[src/rtl/eq_monitor.sv]
// Golden/revised output cross-check over a programmed sample window.
// Counts mismatches, tracks first mismatch index, reports pass/fail.
module eq_monitor #(
  parameter int CNT_W  = 16,
  parameter int WARMUP = 1
) (
  input  logic             clk,
  input  logic             rst_n,
  input  logic             start,
  input  logic [CNT_W-1:0] len,
  input  logic             vld,
  input  logic             x_gld,
  input  logic             x_rvs,
  output logic             busy,
  output logic             done,
  output logic             fail,
  output logic [CNT_W-1:0] mis_cnt,
  output logic [CNT_W-1:0] first_idx,
  output logic             first_vld
);

  localparam logic [1:0] IDLE = 2'd0;
  localparam logic [1:0] WARM = 2'd1;
  localparam logic [1:0] RUN  = 2'd2;
  localparam logic [1:0] DONE = 2'd3;

  localparam logic [CNT_W-1:0] ONES  = '1;
  localparam logic [CNT_W-1:0] WLAST =
    CNT_W'(WARMUP > 0 ? WARMUP - 1 : 0);

  logic [1:0]       r_state;
  logic [CNT_W-1:0] r_len;
  logic [CNT_W-1:0] r_wcnt;
  logic [CNT_W-1:0] r_idx;
  logic [CNT_W-1:0] r_mis;
  logic [CNT_W-1:0] r_fidx;
  logic             r_fvld;
  logic             r_fail;

  logic             w_mis;
  logic             w_last;
  logic             w_wlast;

  assign w_mis   = x_gld != x_rvs;
  assign w_last  = r_idx == (r_len - CNT_W'(1));
  assign w_wlast = r_wcnt == WLAST;

  // Window FSM with mismatch bookkeeping
  always_ff @(posedge clk or negedge rst_n) begin
    if (!rst_n) begin
      r_state <= IDLE;
      r_len   <= '0;
      r_wcnt  <= '0;
      r_idx   <= '0;
      r_mis   <= '0;
      r_fidx  <= '0;
      r_fvld  <= 1'b0;
      r_fail  <= 1'b0;
    end else begin
      case (r_state)
        IDLE, DONE: begin
          if (start) begin
            r_len  <= len;
            r_wcnt <= '0;
            r_idx  <= '0;
            r_mis  <= '0;
            r_fidx <= '0;
            r_fvld <= 1'b0;
            r_fail <= 1'b0;
            if (len == '0)
              r_state <= DONE;
            else if (WARMUP > 0)
              r_state <= WARM;
            else
              r_state <= RUN;
          end
        end
        WARM: begin
          if (vld) begin
            if (w_wlast)
              r_state <= RUN;
            else
              r_wcnt <= r_wcnt + CNT_W'(1);
          end
        end
        RUN: begin
          if (vld) begin
            if (w_mis) begin
              r_fail <= 1'b1;
              if (r_mis != ONES)
                r_mis <= r_mis + CNT_W'(1);
              if (!r_fvld) begin
                r_fidx <= r_idx;
                r_fvld <= 1'b1;
              end
            end
            if (w_last)
              r_state <= DONE;
            else
              r_idx <= r_idx + CNT_W'(1);
          end
        end
        default: r_state <= IDLE;
      endcase
    end
  end

  assign busy      = (r_state == WARM) || (r_state == RUN);
  assign done      = r_state == DONE;
  assign fail      = r_fail;
  assign mis_cnt   = r_mis;
  assign first_idx = r_fidx;
  assign first_vld = r_fvld;

endmodule

[config.mk]
export PLATFORM = sky130hd
export DESIGN_NAME = eq_monitor
export DESIGN_NICKNAME = d
export VERILOG_FILES = /design/src/rtl/eq_monitor.sv
export SDC_FILE = /design/constraint.sdc
export NUM_CORES = 1
export LEC_CHECK = 0
export BUFFER_PORTS_ARGS = -buffer_cell sky130_fd_sc_hd__buf_4
export CORE_AREA = 2 2 101 103
export DETAILED_ROUTE_END_ITERATION = 12
export DIE_AREA = 0 0 103 105
export PLACE_DENSITY = 0.67
export SLEW_MARGIN = 20
export SYNTH_ARGS = -nofsm -noshare
export SYNTH_HDL_FRONTEND = slang
export SYNTH_SLANG_ARGS = --single-unit
[constraint.sdc]
create_clock -name clk -period 6.1 [get_ports clk]
set_input_delay 0.61 -clock clk [delete_from_list [all_inputs] [get_ports clk]]
set_output_delay 0.61 -clock clk [all_outputs]
set_load 0.05 [all_outputs]
==> metrics.yaml, run 1 <==
synth_area_leaders: "dfrtp_1 45%, xor2_1 4.2%, mux2_2 3.9%"
io_buffers: 57
antenna_found_initial: 0
p_total_mw: 1.93
syn-num-nets: 499
cp-end-kind: "flip-flop"
arrival_ns: 3.44
ios: 58
cts_buffer_depth: 2
tns_ns: 0
grt_max_degree: 46
nFillCells: 887
fin_crit_ns: 3.19
final_core_util_pct: 55.3
synth_area_per_cell_um2: 9.79
synth-seq-cells: 83
clk_latency_ns: 0.36
ys_seq_area_share_pct: 45.4
vias: 3706
yosys.cell_count.top_type: "dfrtp_1"
cts.repair.resized: 0
required_ns: 6.35
tightestPinTransition_ns: 1.10
async_flop_share_pct: 100
routedWlPerCell_um: 15.9
p_per_area_mw_per_mm2: 362
p_leak_nw: 2.28
detail-route-antenna-nets: 0
routed_wl_um: 10400
fin_nets: 546
vias_per_cell: 5.68
finalCritPeriodShare_pct: 52.3
start_util_pct: 47.5
path_clk_slew_ns: 0.09
die_width_um: 103
syn_inst: 468
syn_area_mm2: 0.00458
die_y_um: 105
ys_warn_count: 0
clock_tree.root_cell: "clkbuf_8"
skew_ns: 0.00690
drc_errors: 0
outcome: "finished, final reports clean"
grt_first_pass_wirelength_um: 17300
routabilityCongestion: 0.877
cts_made_buffers: 9
path_max_fanout: 6
drt_iter0_markers: 192
die_area_mm2: 0.0108
grt_usage_pct: 20.3
drtPass1Iterations: 4
diodes: 0
yosysTopAreaCellShare_pct: 45.4
hp-class: "primary input to asynchronous set/reset pin"
post_cts_buffers: 0
cts_htree_levels: 3
overflow: 0
drv_slew: 0
yosys-top-cells-count: "83 x dfrtp_1, 41 x nor2_1, 35 x nand2_1"
cap_viol_max_count: 0
rsz0062_at_grt: "no"
dp_hpwl_um: 7410
startpoint_type: "flip-flop"
fmax_ghz: 0.313
hold_buffers: 0
drive_above_1_share_pct: 20.2
synth_top_area_cell: "dfrtp_1"
hold_viol: 0
tritoncts: "done"
peakVddDrop_v: 0.000225
grt_pass1_vias: 3593
max-slew-margin-rel_pct: 26.3
finalSetupViolations: 0
synth_edf_count: 0
synth_cell_type_count: 57
critPathKind: "flip-flop to flip-flop"
area_growth_pct: 16.3
core_area_mm2: 0.00964
cts.sinks: 83
yosys_most_used_dff: "dfrtp_1"
rows: 36
-- power breakdown --
part | switching, mW | leakage [nW] | internal, mW | total [mW]
Sequential | 0.122 | 1.11 | 0.627 | 0.748
Clock | 0.208 | 0.119 | 0.271 | 0.480
Combinational | 0.425 | 1.05 | 0.273 | 0.698
Total | 0.755 | 2.28 | 1.17 | 1.93
-- final timing paths --
kind                                  to  slack, ns           from  depth (start not counted)
setup / recovery              r_state[0]       2.91       r_len[0]                         10
hold / removal                  r_len[7]       0.21          rst_n                          1
setup reg to reg              r_state[0]       2.91       r_len[0]                         10
hold reg to reg            first_idx[10]       0.52  first_idx[10]                          1
max in group asynchronous       r_len[3]       4.93          rst_n                          2
min in group clk               r_len[11]       0.48        len[11]                          2
-- layout make-up --
class,count,area (µm²),share of cell area (%)
Clock inverter,7,116,2.18
Inverter,20,75.1,1.41
Timing Repair Buffer,60,450,8.46
Multi-Input combinational cell,341,2320,43.5
Sequential cell,83,2080,39.0
Tap cell,133,166,3.12
Clock buffer,9,124,2.33
-- through the flow --
step / std cells / cell area, µm² / setup slack, ns / hold slack [ns]
after detailed placement: 637 / 5090 / 2.94 / 0.497
final: 653 / 5330 / 2.91 / 0.212
after global routing: 653 / 5330 / 2.51 / 0.242
after global placement: 637 / 5090 / 3.00 / 0.495
after CTS: 653 / 5330 / 2.94 / 0.230
after floorplan: 468 / 4580 / 3.23 / 0.314
-- kinds of logic (layout without fill, tap and decap cells) --
kind of cell / after synthesis / in the layout / synth area share (%)
flip-flops: 83 / 83 / 45.4
AO/OA/AOI/OAI: 87 / 87 / 13.2
XOR/XNOR: 37 / 37 / 7.08
multiplexers: 26 / 26 / 6.12
adder cells (fa/ha/maj): 9 / 9 / 2.46
buffers and inverters: 44 / 96 / 4.15
AND/OR/NAND/NOR: 182 / 182 / 21.6
-- layer usage --
metal / up-vias / GRT usage (%) / routed length, µm
li1: 1797 / - / -
met2: 93 / 31.5 / 4910
met4: 0 / 5.26 / 70
met1: 1807 / 28.2 / 4780
met3: 9 / 5.08 / 588
met5: - / 0 / 0
-- state kept, by name, summed over array words and instances, names as in the netlist --
register	cells
fail	1
first_idx	16
mis_cnt	16
r_idx	16
r_len	16
r_state	2
r_wcnt	16
-- cell usage in the layout (no fill, tap or decap), types with 7 or more instances in the layout --
cell type  netlist  routed
a21oi_1         16      16
a22o_1          16      16
buf_4            2      60
clkbuf_8         0       9
dfrtp_1         83      83
ha_1             9       9
inv_1           20      20
mux2_2          16      16
mux2i_1         10      10
nand2_1         35      35
nand3_1         12      12
nand4_1         15      15
nor2_1          41      41
nor3_1          11      10
nor4_1          12      12
o211ai_1         7       7
o21ai_0         18      18
o31ai_1          7       7
or3_1           15      15
xnor2_1         15      15
xor2_1          22      22
-- critical path: stages, from the launching register on --
cell and delay [ns]:
dfrtp_1 0.43, inv_1 0.08, ha_1 0.22, or3b_2 0.52
nor2_1 0.14, xnor2_1 0.08, a2111oi_1 0.58, nand4_1 0.20
o21ai_1 0.48, nand3b_1 0.19, mux2i_1 0.15
(Power assumes the default switching activity.)
==> run 2: changes to the inputs <==
ABC_AREA = 1   (was not set)
CORE_AREA = 2 2 106 108   (was 2 2 101 103)
DIE_AREA = 0 0 108 110   (was 0 0 103 105)
PLACE_DENSITY = 0.66   (was 0.67)
clock period = 3 ns   (was 6.1 ns; I/O delays follow)
==> metrics.yaml, run 2 <==
outcome: "finished, final reports clean"
core_area_mm2: 0.0107  # +11%
syn-num-nets: 701  # +40%
vias_per_cell: 5.14  # -9.5%
routedWlPerCell_um: 13.7  # -14%
p_int_mw: 2.37  # +100%
rows: 38  # +5.6%
synth_area_leaders: "dfrtp_1 41%, nand2_1 10%, inv_1 5.8%"
max-slew-margin-rel_pct: 48.6  # +22 points
grt_first_pass_wirelength_um: 19900  # +15%
synth_edf_count: 0  # unchanged
startpoint: "r_state[1]"
path_max_fanout: 11  # +5
required_ns: 3.27  # -3.08 ns
clock_tree.root_cell: "clkbuf_8"
dp_hpwl_um: 8630  # +17%
grt_pass1_vias: 4171  # +16%
fmax_ghz: 0.401  # +28%
cts_made_buffers: 9  # unchanged
routabilityCongestion: 0.895  # +2.1%
detail-route-antenna-nets: 0  # unchanged
grt_max_degree: 84  # +83%
timing.rr.start: "r_state[1]"
startpoint_type: "flip-flop"
p_clk_share_pct: 21.6  # -3.3 points
cp-end-kind: "flip-flop"
tns_ns: 0  # unchanged
yosys.cell_count.top_type: "nand2_1"
finalSetupViolations: 0  # unchanged
async_flop_share_pct: 100  # unchanged
synth_area_per_cell_um2: 7.52  # -23%
critPathTopFamily: "buffers and inverters"
peakVddDrop_v: 0.000689  # +210%
skew_ns: 0.0109  # +0.00400 ns
layout_common_cells: "137 x nand2_1, 83 x dfrtp_1, 78 x inv_1, 77 x nor2_1, 61 x buf_4"
drc_errors: 0  # unchanged
p_per_area_mw_per_mm2: 739  # +100%
vias: 4455  # +20%
power_switching_mw: 1.93  # +160%
critPathKind: "flip-flop to flip-flop"
die_y_um: 110  # +4.8%
combPwrFrac_pct: 43.2  # +7.0 points
yosysTopAreaCellShare_pct: 41.2  # -4.2 points
synth-seq-cells: 83  # unchanged
p_sw_share_pct: 44.9  # +5.7 points
crit_chain: "inv_1 > ha_1 > clkinv_1 > o21ai_1 > nor2_2 > o21ai_2 > inv_2 > nand2_1 > inv_1 > nor3b_1"
syn_area_mm2: 0.00504  # +10%
final_cell_area_mm2: 0.00582  # +9.3%
area_growth_pct: 15.5
hp-class: "primary input to flip-flop"
yosys_most_used_dff: "dfrtp_1"
reg2reg_slack_ns: 0.51  # -2.40 ns
layout_commonest_cell: "nand2_1"
cts_htree_levels: 3  # unchanged
synth_top_area_cell: "dfrtp_1"
drive_above_1_share_pct: 15.8  # -4.4 points
path_clk_slew_ns: 0.08  # about the same
post_cts_buffers: 0  # unchanged
ys_seq_area_share_pct: 41.2  # -4.2 points
seq_power_share_pct: 35.2  # -3.7 points
die_width_um: 108  # +4.9%
tritoncts: "done"
drtPass1Iterations: 5  # +1
routed_wl_um: 11900  # +15%
crit_top_cell: "inv_1"
path_depth: 10  # unchanged
arrival_ns: 2.76  # -0.68 ns
die_area_mm2: 0.0119  # +9.8%
cts.repair.resized: 0  # unchanged
place_area_mm2: 0.00558  # +9.8%
synth_cell_type_count: 37  # -35%
drv_slew: 0  # unchanged
max_stage_delay_ns: 0.42  # -0.16 ns
rsz0062_at_grt: "no"
p_leak_nw: 2.71  # +19%
finalCritPeriodShare_pct: 83.0  # +31 points
ios: 58  # unchanged
syn_inst: 670  # +43%
grt_usage_pct: 21.1  # +0.84 points
path_buf_inv: 4  # +3
fin_nets: 753  # +38%
nFillCells: 1038  # +17%
start_util_pct: 47.1  # -0.38 points
ys_warn_count: 0  # unchanged
endpoint: "mis_cnt[3]"
hold_viol: 0  # unchanged
cts_buffer_depth: 2  # unchanged
io_buffers: 57  # unchanged
reg2reg_to: "mis_cnt[3]"
final_core_util_pct: 54.4  # -0.84 points
fin_crit_ns: 2.49  # -0.700 ns
yosys-top-cells-count: "137 x nand2_1, 83 x dfrtp_1, 78 x inv_1"
drt_iter0_markers: 207  # +7.8%
cap_viol_max_count: 0  # unchanged
clk_latency_ns: 0.36  # about the same
diodes: 0  # unchanged
reg2reg_depth: 10  # unchanged
tightestPinTransition_ns: 0.765  # -0.334 ns
antenna_found_initial: 0  # unchanged
cp_slowest_cell: "dfrtp_1"
overflow: 0  # unchanged
cts.sinks: 83  # unchanged
[run 2: power by group through the flow]
stage | clock network, mW | registers, mW | logic (mW)
finish | 0.928 | 1.52 | 1.86
detailed placement | 0 | 1.53 | 1.86
floorplan | 0 | 1.53 | 1.42
global placement | 0 | 1.52 | 1.83
global route | 0.989 | 1.54 | 2.07
CTS | 0.951 | 1.51 | 1.87
[run 2: per-layer routing]
metal	global-route usage (%)	routed length, µm	part of all wire, %
met4	5.86	141	1.2
met1	30.5	5910	50
met2	33.2	5260	44
met3	3.23	548	4.6
met5	0	0	0
[run 2: cell families (layout without fill, tap and decap cells)]
logic type      count (synthesis)  count (layout)  share of synthesized area (%)
simple gates                  350             350                           32.4
flops                          83              83                           41.2
compound gates                 82              82                           9.11
buf+inv                       110             167                           8.74
xor+xnor                       35              35                           6.08
fa+ha+maj                       9               9                           2.23
mux                             1               1                          0.223
[run 2: cell type report]
class	count	area [µm²]	share of cell area, %
clock buffer	12	155	2.66
clock inverter	4	72.6	1.25
inverter	88	330	5.67
multi-input combinational	477	2520	43.3
sequential	83	2080	35.7
tap	140	175	3.01
timing repair buffer	63	488	8.38
[run 2: timing repair]
item | 4_1_cts | 5_1_grt
endpoints found under the setup margin | 0 | 0
hold buffers | 1 | 0
hold endpoints to repair | 72 | 0
[run 2: through the flow]
| stage | hold WS, ns | setup slack, ns | instances | power, mW |
|---|---|---|---|---|
| after CTS | 0.179 | 0.501 | 867 | 4.33 |
| after detailed placement | 0.366 | 0.516 | 850 | 3.39 |
| final | 0.190 | 0.509 | 867 | 4.30 |
| after global routing | 0.182 | 0.278 | 867 | 4.60 |
| after floorplan | 0.00441 | 0.675 | 670 | 2.95 |
| after global placement | 0.369 | 0.631 | 850 | 3.35 |
[run 2: worst min-delay path by stage]
stage	from	to	depth (start not counted)
floorplan	rst_n	fail	0
global placement	rst_n	r_wcnt[12]	2
detailed placement	rst_n	r_wcnt[12]	2
CTS	len[7]	r_len[7]	2
global route	len[7]	r_len[7]	2
finish	len[7]	r_len[7]	2
==> run 3: changes to the inputs <==
PLACE_DENSITY = 0.69   (was 0.66)
clock period = 2.1 ns   (was 3 ns; I/O delays follow)
==> metrics.yaml, run 3 (synthesis gave the netlist of run 2 again) <==
start_util_pct: 47.1  # unchanged
grt_usage_pct: 22.2  # +1.1 points
cts_htree_levels: 3  # unchanged
diodes: 0  # unchanged
outcome: "finished, final reports clean"
path_clk_slew_ns: 0.09  # about the same
tritoncts: "done"
antenna_found_initial: 0  # unchanged
p_total_mw: 6.63  # +54%
final_core_util_pct: 57.1  # +2.6 points
fin_nets: 773  # +2.7%
p_int_mw: 3.65  # +54%
hp-class: "primary input to flip-flop"
max-slew-margin-rel_pct: 56.9  # +8.3 points
p_clk_share_pct: 20.1  # -1.5 points
whs_path_depth: 2  # unchanged
p_per_area_mw_per_mm2: 1090  # +47%
overflow: 0  # unchanged
cap_viol_max_count: 0  # unchanged
dp_cells: 865  # +1.8%
arrival_ns: 2.24  # -0.52 ns
cts_buffer_depth: 2  # unchanged
grt_pass1_vias: 4280  # +2.6%
hold_viol: 0  # unchanged
cp-end-kind: "flip-flop"
layout_common_cells: "136 x nand2_1, 79 x buf_4, 77 x inv_1, 76 x dfrtp_1, 70 x nor2_1"
finalSetupViolations: 0  # unchanged
p_leak_nw: 2.83  # +4.4%
grt_max_degree: 50  # -40%
clock_tree.root_cell: "clkbuf_8"
drive_above_1_share_pct: 21.4  # +5.6 points
peakVddDrop_v: 0.000825  # +20%
grt_first_pass_wirelength_um: 20600  # +3.2%
detail-route-antenna-nets: 0  # unchanged
cts_made_buffers: 9  # unchanged
die_area_mm2: 0.0119  # unchanged
nFillCells: 1010  # -2.7%
startpoint_type: "flip-flop"
drv_slew: 0  # unchanged
critPathKind: "flip-flop to flip-flop"
fin_ws_ns: 0.134  # -0.375 ns
ios: 58  # unchanged
drt_iter0_markers: 204  # -1.4%
place_worst_setup_slack_ns: -0.0244  # -0.540 ns
routed_wl_um: 12600  # +5.9%
required_ns: 2.38  # -0.89 ns
finalCritPeriodShare_pct: 93.6  # +11 points
io_buffers: 57  # unchanged
seq_power_share_pct: 33.0  # -2.2 points
cts.sinks: 83  # unchanged
die_y_um: 110  # unchanged
layout_commonest_cell: "nand2_1"
tns_ns: 0  # unchanged
fmax_ghz: 0.509  # +27%
power_switching_mw: 2.98  # +55%
vias_per_cell: 5.16  # +0.51%
rows: 38  # unchanged
path_max_fanout: 16  # +5
clk_latency_ns: 0.38  # +0.02 ns
die_width_um: 108  # unchanged
core_area_mm2: 0.0107  # unchanged
vias: 4581  # +2.8%
p_sw_share_pct: 45.0  # +0.090 points
dp_hpwl_um: 9260  # +7.4%
combPwrFrac_pct: 46.9  # +3.7 points
tightestPinTransition_ns: 0.640  # -0.125 ns
fin_crit_ns: 1.97  # -0.525 ns
reg2reg_depth: 13  # +3
skew_ns: 0.0100  # -0.000888 ns
area_growth_pct: 21.1
routabilityCongestion: 0.914  # +2.1%
drc_errors: 0  # unchanged
drtPass1Iterations: 4  # -1
fin_cells: 887  # +2.3%
routedWlPerCell_um: 14.1  # +3.5%
==> run 3: final cells by class <==
class,instances,area (µm²),area share [%]
Clock inverter,6,87.6,1.44
Timing Repair Buffer,83,646,10.6
Tap cell,140,175,2.87
Sequential cell,83,2090,34.2
Multi-Input combinational cell,477,2640,43.2
Clock buffer,10,138,2.26
Inverter,88,337,5.51
==> run 3: critical path: stages (launching register included) <==
cell and delay [ns]:
dfrtp_1 0.41, inv_2 0.13, ha_4 0.20, nand2_4 0.09, nor2_8 0.14, nand3b_1 0.08, nand2_1 0.07, nand3_1 0.09
nor2_2 0.14, nand3_2 0.12, nand3_4 0.12, nand2_8 0.13, nand2_1 0.09, nand2_1 0.05
==> run 3: worst paths after layout <==
path	startpoint	endpoint	slack (ns)
min in group asynchronous	rst_n	r_wcnt[12]	0.32
max in group asynchronous	rst_n	r_len[8]	1.11
worst min-delay path	len[7]	r_len[7]	0.08
worst max-delay path	r_len[0]	r_idx[3]	0.13
worst min register to register	first_idx[12]	first_idx[12]	0.54
worst max register to register	r_len[0]	r_idx[3]	0.13
==> run 3: layer usage <==
metal	GRT usage [%]	vias to the layer above	part of all wire [%]
li1	-	2328	-
met1	31.1	2130	47
met2	34.5	105	46
met3	3.53	18	5.0
met4	9.52	0	1.9
met5	0	-	0
==> run 3: metrics by stage <==
| stage | instance area (µm²) | hold slack [ns] |
|---|---|---|
| 2_1_floorplan | 5060 | -0.0856 |
| 3_3_place_gp | 5710 | 0.202 |
| 3_5_place_dp | 5710 | 0.207 |
| 4_1_cts | 5950 | 0.0690 |
| 5_1_grt | 6100 | 0.0770 |
| 6_report | 6100 | 0.0781 |
==> run 3: power by group through the flow <==
| stage | registers, mW | logic (mW) | clock network, mW |
|---|---|---|---|
| CTS | 2.15 | 2.92 | 1.36 |
| detailed placement | 2.17 | 2.90 | 0 |
| floorplan | 2.18 | 2.06 | 0 |
| global route | 2.23 | 3.48 | 1.41 |
| finish | 2.19 | 3.11 | 1.33 |
| global placement | 2.17 | 2.85 | 0 |
==> run 3: repair_timing <==
item                                   in CTS  in global routing
setup buffers                               0                  5
pin swaps                                   0                  3
setup endpoints to repair                  16                 38
hold buffers                                1                  0
resized for setup                           1                 32
endpoints found under the hold margin      34                  0
